[src/rtl/button_event.sv]
//-----------------------------------------------------------------------------
// Module      : button_event
// Description : Turns the debounced push-button level into single-cycle event
//               pulses (press, release, long press, optional auto-repeat) and
//               a registered "held" level.
//
// Parameters  : LONG_CYCLES   - cycles held after the press pulse before
//                               long_press fires (>= 2)
//               REPEAT_CYCLES - auto-repeat period while in long press (>= 2)
//               CNT_WIDTH     - counter width, must hold
//                               max(LONG_CYCLES, REPEAT_CYCLES) - 1
// Ports       : clk           - system clock, rising edge
//               reset         - asynchronous active-high reset
//               btn           - debounced button level, 1 = pressed
//               press         - one-cycle pulse on a new press
//               release_pulse - one-cycle pulse when a press ends
//               long_press    - one-cycle pulse when a hold reaches LONG_CYCLES
//               repeat_pulse  - one-cycle auto-repeat pulse while in long press
//               held          - level, high from the press cycle through the
//                               cycle before release_pulse
// Macro       : BUTTON_EVT_REPEAT_EN - compiles in the auto-repeat logic; when
//               undefined repeat_pulse is tied to 0 and the count is frozen in
//               the long-press state.
// Revision    : 1.0 - initial release
//-----------------------------------------------------------------------------
`default_nettype none

module button_event #(
  parameter int LONG_CYCLES   = 50_000_000,
  parameter int REPEAT_CYCLES = 10_000_000,
  parameter int CNT_WIDTH     = 26
) (
  input  logic clk,
  input  logic reset,
  input  logic btn,
  output logic press,
  output logic release_pulse,
  output logic long_press,
  output logic repeat_pulse,
  output logic held
);

  // Elaboration-time parameter sanity check.
  if (LONG_CYCLES < 2 || REPEAT_CYCLES < 2) begin : g_param_check
    $error("button_event: LONG_CYCLES and REPEAT_CYCLES must be >= 2");
  end

  typedef enum logic [1:0] {
    WAIT_LOW = 2'd0,
    IDLE     = 2'd1,
    PRESSED  = 2'd2,
    LONG     = 2'd3
  } state_t;

  localparam logic [CNT_WIDTH-1:0] c_cnt_zero = '0;
  localparam logic [CNT_WIDTH-1:0] c_cnt_one  = {{(CNT_WIDTH-1){1'b0}}, 1'b1};
  localparam logic [CNT_WIDTH-1:0] c_long_last = CNT_WIDTH'(LONG_CYCLES - 1);
`ifdef BUTTON_EVT_REPEAT_EN
  localparam logic [CNT_WIDTH-1:0] c_rep_last  = CNT_WIDTH'(REPEAT_CYCLES - 1);
`endif

  state_t                r_state;
  state_t                w_state_next;
  logic [CNT_WIDTH-1:0]  r_count;
  logic [CNT_WIDTH-1:0]  w_count_next;

  logic r_press, r_release, r_long, r_repeat, r_held;
  logic w_press, w_release, w_long, w_repeat, w_held;

  // Next-state, next-count and next-output logic. Every output is the
  // registered version of the decision made here, so each event is exactly
  // one cycle wide and only one event can be chosen per cycle.
  always_comb begin
    w_state_next = r_state;
    w_count_next = r_count;
    w_press      = 1'b0;
    w_release    = 1'b0;
    w_long       = 1'b0;
    w_repeat     = 1'b0;

    case (r_state)
      // Entered from reset; a button held through reset must be released
      // before a press can be reported.
      WAIT_LOW: begin
        if (!btn) begin
          w_state_next = IDLE;
        end
      end

      IDLE: begin
        if (btn) begin
          w_state_next = PRESSED;
          w_count_next = c_cnt_zero;
          w_press      = 1'b1;
        end
      end

      PRESSED: begin
        if (!btn) begin
          w_state_next = IDLE;
          w_count_next = c_cnt_zero;
          w_release    = 1'b1;
        end else if (r_count == c_long_last) begin
          w_state_next = LONG;
          w_count_next = c_cnt_zero;
          w_long       = 1'b1;
        end else begin
          w_count_next = r_count + c_cnt_one;
        end
      end

      LONG: begin
        if (!btn) begin
          // Release wins over a repeat landing on the same edge.
          w_state_next = IDLE;
          w_count_next = c_cnt_zero;
          w_release    = 1'b1;
        end else begin
`ifdef BUTTON_EVT_REPEAT_EN
          if (r_count == c_rep_last) begin
            w_count_next = c_cnt_zero;
            w_repeat     = 1'b1;
          end else begin
            w_count_next = r_count + c_cnt_one;
          end
`else
          w_count_next = r_count;
`endif
        end
      end

      default: begin
        w_state_next = WAIT_LOW;
        w_count_next = c_cnt_zero;
      end
    endcase

    w_held = (w_state_next == PRESSED) || (w_state_next == LONG);
  end

  always_ff @(posedge clk or posedge reset) begin
    if (reset) begin
      r_state   <= WAIT_LOW;
      r_count   <= c_cnt_zero;
      r_press   <= 1'b0;
      r_release <= 1'b0;
      r_long    <= 1'b0;
      r_repeat  <= 1'b0;
      r_held    <= 1'b0;
    end else begin
      r_state   <= w_state_next;
      r_count   <= w_count_next;
      r_press   <= w_press;
      r_release <= w_release;
      r_long    <= w_long;
      r_repeat  <= w_repeat;
      r_held    <= w_held;
    end
  end

  assign press         = r_press;
  assign release_pulse = r_release;
  assign long_press    = r_long;
  assign repeat_pulse  = r_repeat;
  assign held          = r_held;

endmodule

`default_nettype wire
[config.mk]
export PLATFORM = sky130hd
export DESIGN_NAME = button_event
export DESIGN_NICKNAME = d
export VERILOG_FILES = /design/src/rtl/button_event.sv
export SDC_FILE = /design/constraint.sdc
export NUM_CORES = 1
export LEC_CHECK = 0
export ABC_AREA = 1
export ABC_CLOCK_PERIOD_IN_PS = 3680
export BUFFER_PORTS_ARGS = -buffer_cell sky130_fd_sc_hd__buf_2
export CAP_MARGIN = 20
export CORE_ASPECT_RATIO = 0.6
export CORE_MARGIN = 5
export CORE_UTILIZATION = 35
export CTS_CLUSTER_DIAMETER = 40
export DETAILED_ROUTE_END_ITERATION = 7
export HOLD_SLACK_MARGIN = 0.08
export MAX_ROUTING_LAYER = met4
export PLACE_DENSITY = 0.52
export SLEW_MARGIN = 20
export SYNTH_ARGS = -nofsm -noshare
export SYNTH_HDL_FRONTEND = slang
export SYNTH_SLANG_ARGS = --single-unit
[constraint.sdc]
create_clock -name clk -period 3.68 [get_ports clk]
set_input_delay 0.552 -clock clk [delete_from_list [all_inputs] [get_ports clk]]
set_output_delay 0.552 -clock clk [all_outputs]
set_load 0.02 [all_outputs]
After elaboration in Yosys (flattened, before gate mapping) --
Cells that the tools add are included.
Cells by class: muxes and demuxes 17, reduce and logical (&&, ||, !) cells 6, $add $sub $neg 1, eq/ne operators 8
Operators by type and width (count):
- $mux 26 | 4
- $pmux 26 s3 | 1
- $add 26x1->26 const B | 1
- $eq 26x26->1 const B | 1
- $eq 2x2->1 const B | 4
- $mux 2 | 4
- $mux 1 | 7
- $pmux 2 s3 | 1
- $ne 2x2->1 const B | 2
- $reduce_or 2->1 | 2
- $reduce_and 3->1 | 1
- $reduce_bool 3->1 | 1
- $eq 2x1->1 const B | 1
- $logic_not 2->1 | 1
- $logic_or 1x1->1 | 1
Word-level totals: output and inout port bits 5, bits of input ports 3, flip-flop bits (word level) 32, logic and storage cells 38

Depth between registers and ports, before layout --
depth in word-level cells 6, gate-level depth with buffers 10, mapped depth without buffers 9

Worst setup path after synthesis --
Ideal clock, no wire load.
path kind register to register, start point register, netlist name held, end point register r_count[18], arrival 1.568 ns, slack 1.984 ns, clock period less this slack 1.696 ns, required time 3.552 ns, library setup time 0.128 ns, stages on the path, launching flop included 10, path buffers 1, cells stage by stage dfrtp_1 > inv_1 > ha_1 > nand2_1 > nand3_4 > inv_2 > buf_4 > nand4_1 > nand2_1 > nor2_1
RTL lines:
- end signal: assignment | RTL line 144 | r_count <= c_cnt_zero;
- end signal: assignment | RTL line 152 | r_count <= w_count_next;
- end: declaration | RTL line 64 | logic [CNT_WIDTH-1:0] r_count;

Final worst setup path --
start point register r_count[1], end point register r_count[15]
On the way: cells in the longest elaborated chain, start to end 4, elaborated cells between the ends (all ways) 5, those cells by class add/sub: 1; eq/ne: 1; mux: 3
RTL lines:
- $add 26x1->26 or $eq 26x26->1 (tied branches) | RTL line 108, 103
- $mux 26 (*) | RTL line 103 | end else if (r_count == c_long_last) begin
- $mux 26 (*) | RTL line 99 | if (!btn) begin
- $pmux 26 s3 (*) | RTL line 81 | case (r_state)
Mark *: on every way between the ends. The rest lies on a longest branch, timed or not. A chain may end at the register's enable or synchronous reset.

==> key figures <==
Place
  • Placed cell count: about 380
  • I/O Buffers: 6
  • Placement-stage cell area: 2180 µm²
  • Detailed placement HPWL: between 3000 and 4000 µm
  • Placer congestion estimate: a little over 0.9

Timing
  • Final Cycle Share: 0.529
  • Total of endpoints with negative setup slack in the final report: 0
  • Final-layout setup total negative slack: 0 ns
  • Worst-Margin Slew: around 0.57 ns
  • Final min period: 1.95 ns
  • Setup repair after global routing missed its margin: no
  • Fmax: roughly 510 MHz
  • Hold Worst Slack: approximately 0.34 ns
  • Number of hold-slack violations in the final timing report: 0
  • Headroom to the max-slew limit: 0.622
  • Worst setup skew after layout: 0.00332 ns
  • Final Max Slew Viols: 0

Setup path
  • Endpoint arrival time on the critical path: 2.09 ns
  • RR Endpoint: r_count[15]
  • Worst reg2reg startpoint: r_count[1]
  • Largest driver fanout on the critical path: 19
  • Worst reg2reg path depth: 8
  • Nature of the critical path startpoint: register
  • Setup slack of the worst register-to-register path: between 1.5 and 2 ns
  • Critical path data required time: 3.83 ns
  • Worst Setup End Kind: register
  • Class of the most critical setup path: reg2reg

Clock network
  • Clock Sink Count: 31
  • Clock insertion delay at the later pin of the skew report: approximately 0.28 ns
  • Cell chosen for the clock root: sky130_fd_sc_hd__clkbuf_8
  • CTS buffer count: 5
  • PostCTS Resize Cnt: 0
  • Clock input transition at the sequential cells of the worst setup and hold paths: 0.07 ns
  • Clock Path Buffers: 2
  • Clock tree from TritonCTS: built
  • CTS H-tree depth: 2
  • Buffer count from post-CTS setup fixing: 0
  • Hold bufs inserted after CTS: 0

Synth
  • Synth unique cells: 30
  • Combined area of all synthesized cells: between 2000 and 2500 µm²
  • Flip-flop and latch count after synthesis: 31
  • Synth top area cells: sky130_fd_sc_hd__dfrtp_1, sky130_fd_sc_hd__nand2_1, sky130_fd_sc_hd__nor2_1, sky130_fd_sc_hd__inv_1, sky130_fd_sc_hd__nand3_1
  • Average instance area after synthesis: 7.00 µm²
  • Share of Yosys cell area claimed by the top area cell type: 0.375
  • Syn nets: between 300 and 400
  • Number of instances in the synthesized netlist: just under 300
  • YS warnings: 0
  • Share of the yosys chip area belonging to registers: 0.375
  • Synth area leader: sky130_fd_sc_hd__dfrtp_1

Finish
  • Number of inserted diodes: 0
  • Layout cell share with drive strength beyond 1: 0.0847
  • Post-layout instance count excluding filler cells: 387
  • Synthesis-to-finish area growth: 9.97%
  • Area of all placed cells without fillers: 2280 µm²
  • Net count, final: approximately 320
  • Filler Cells Inserted: between 500 and 600

Floorplan
  • Initial core utilization: 0.367
  • Overall die width: 109 µm
  • Placeable core region: 5650 µm²
  • Die outline height: 69.6 µm
  • # rows: 21
  • Floorplan die area: ~7600 µm²
  • I/O pins: 8

GRT
  • Antenna violations before repair: 0
  • First-pass GRT wire length: 8530 µm
  • Overall overflow remaining after global route: 0
  • Global Route Usage Sum: 0.149
  • Vias in the first global route: about 1600
  • Pin count of the biggest net entering global routing: 32

Route
  • Number of optimization iterations in the first detailed-route pass: 5
  • Initial drt markers: between 150 and 200
  • Detail Route Antenna Nets: 0
  • Remaining DRCs: 0
  • Routed via count: ~1800
  • Final wirelength: 5060 µm
  • Detail-routed via count per cell: between 4 and 5
  • Mean routed wirelength per cell: roughly 13 µm

Power
  • Largest vdd supply drop: 0.184 mV
  • Cell Pwr Density: 444 nW/µm²
  • Leakage Power: 1.12 nW

Job
  • Number of max-cap violations: 0

Run status
  • Status: finished, final reports clean

Hold path
  • Worst hold path class: in2async
[cell usage after synthesis, drive strengths merged]
master / n
a21boi: 2
a21o: 1
a21oi: 6
a22oi: 1
a31oi: 1
and2: 1
buf: 4
conb: 1
dfrtp: 31
ha: 6
inv: 48
nand2: 72
nand3: 24
nand4: 9
nor2: 66
nor3: 3
o21ai: 9
o21bai: 2
xor2: 9
[worst max-delay path, cell delays in order, from the launching register on]
cell and delay (ns):
sky130_fd_sc_hd__dfrtp_1 0.38, sky130_fd_sc_hd__ha_1 0.20, sky130_fd_sc_hd__nand2_2 0.09, sky130_fd_sc_hd__nor2_4 0.18
sky130_fd_sc_hd__nand2_4 0.12, sky130_fd_sc_hd__nor2_8 0.12, sky130_fd_sc_hd__nand3_4 0.11, sky130_fd_sc_hd__a21oi_4 0.50
sky130_fd_sc_hd__nor2_1 0.11
[cell type report]
type | count | area, µm² | share of cell area
Tap cell | 80 | 100 | 0.0440
Inverter | 48 | 180 | 0.0791
Multi-Input combinational cell | 213 | 1080 | 0.476
Clock buffer | 8 | 100 | 0.0440
Timing Repair Buffer | 7 | 37.5 | 0.0165
Sequential cell | 31 | 776 | 0.341
[per-stage QoR]
stage | worst slack, ns | util | total power [mW]
final | 1.73 | 0.403 | 1.01
after global routing | 1.55 | 0.403 | 1.09
after CTS | 1.71 | 0.403 | 1.03
after detailed placement | 1.71 | 0.385 | 0.720
after global placement | 1.73 | 0.385 | 0.725
after floorplan | 1.98 | - | 0.652
[cells by family (layout without fill, tap and decap cells)]
group,Yosys count,after routing,synth area share
AOI/OAI and AO/OA,22,22,0.0665
xor gates and xnor gates,9,9,0.0381
adders and majority gates,6,6,0.0363
buffers and inverters,52,63,0.102
DFF,31,31,0.375
other,1,1,0.00181
and+or+nand+nor,175,175,0.381
[worst max-delay path by stage]
stage | depth (start not counted) | startpoint | end | slack [ns]
floorplan | 9 | held | r_count[18] | 1.98
global placement | 8 | r_count[1] | r_count[11] | 1.73
detailed placement | 8 | r_count[1] | r_count[15] | 1.71
CTS | 8 | r_count[1] | r_count[15] | 1.71
global route | 8 | r_count[1] | r_count[16] | 1.55
finish | 8 | r_count[1] | r_count[15] | 1.73
[power breakdown]
group          switching (mW)  internal [mW]  total (mW)  leakage (nW)
sequential             0.0240          0.365       0.389         0.428
clock                   0.132          0.171       0.303        0.0515
combinational           0.238         0.0821       0.320         0.640
total                   0.394          0.618        1.01          1.12
[layout by cell type (no fill, tap or decap), drive strengths merged, types with 2 or more instances in the layout]
master / instances
xor2: 9
buf: 7
nand4: 9
o21ai: 9
clkbuf: 8
nor3: 3
nor2: 66
o21bai: 2
ha: 6
inv: 48
nand3: 24
dfrtp: 31
nand2: 72
a21oi: 6
a21boi: 2
[sequential cells by signal, indices dropped and copies added, names as in the netlist]
signal,cells
held,1
long_press,1
press,1
r_count,26
r_state,1
release_pulse,1
[layer usage]
metal | GRT usage | routed length (µm) | up-vias
li1 | - | - | 931
met1 | 0.264 | 2990 | 823
met2 | 0.154 | 1680 | 45
met3 | 0.0363 | 365 | 4
met4 | 0.0290 | 29 | 0
met5 | - | 0 | -
Power figures use the tool's default switching activity.
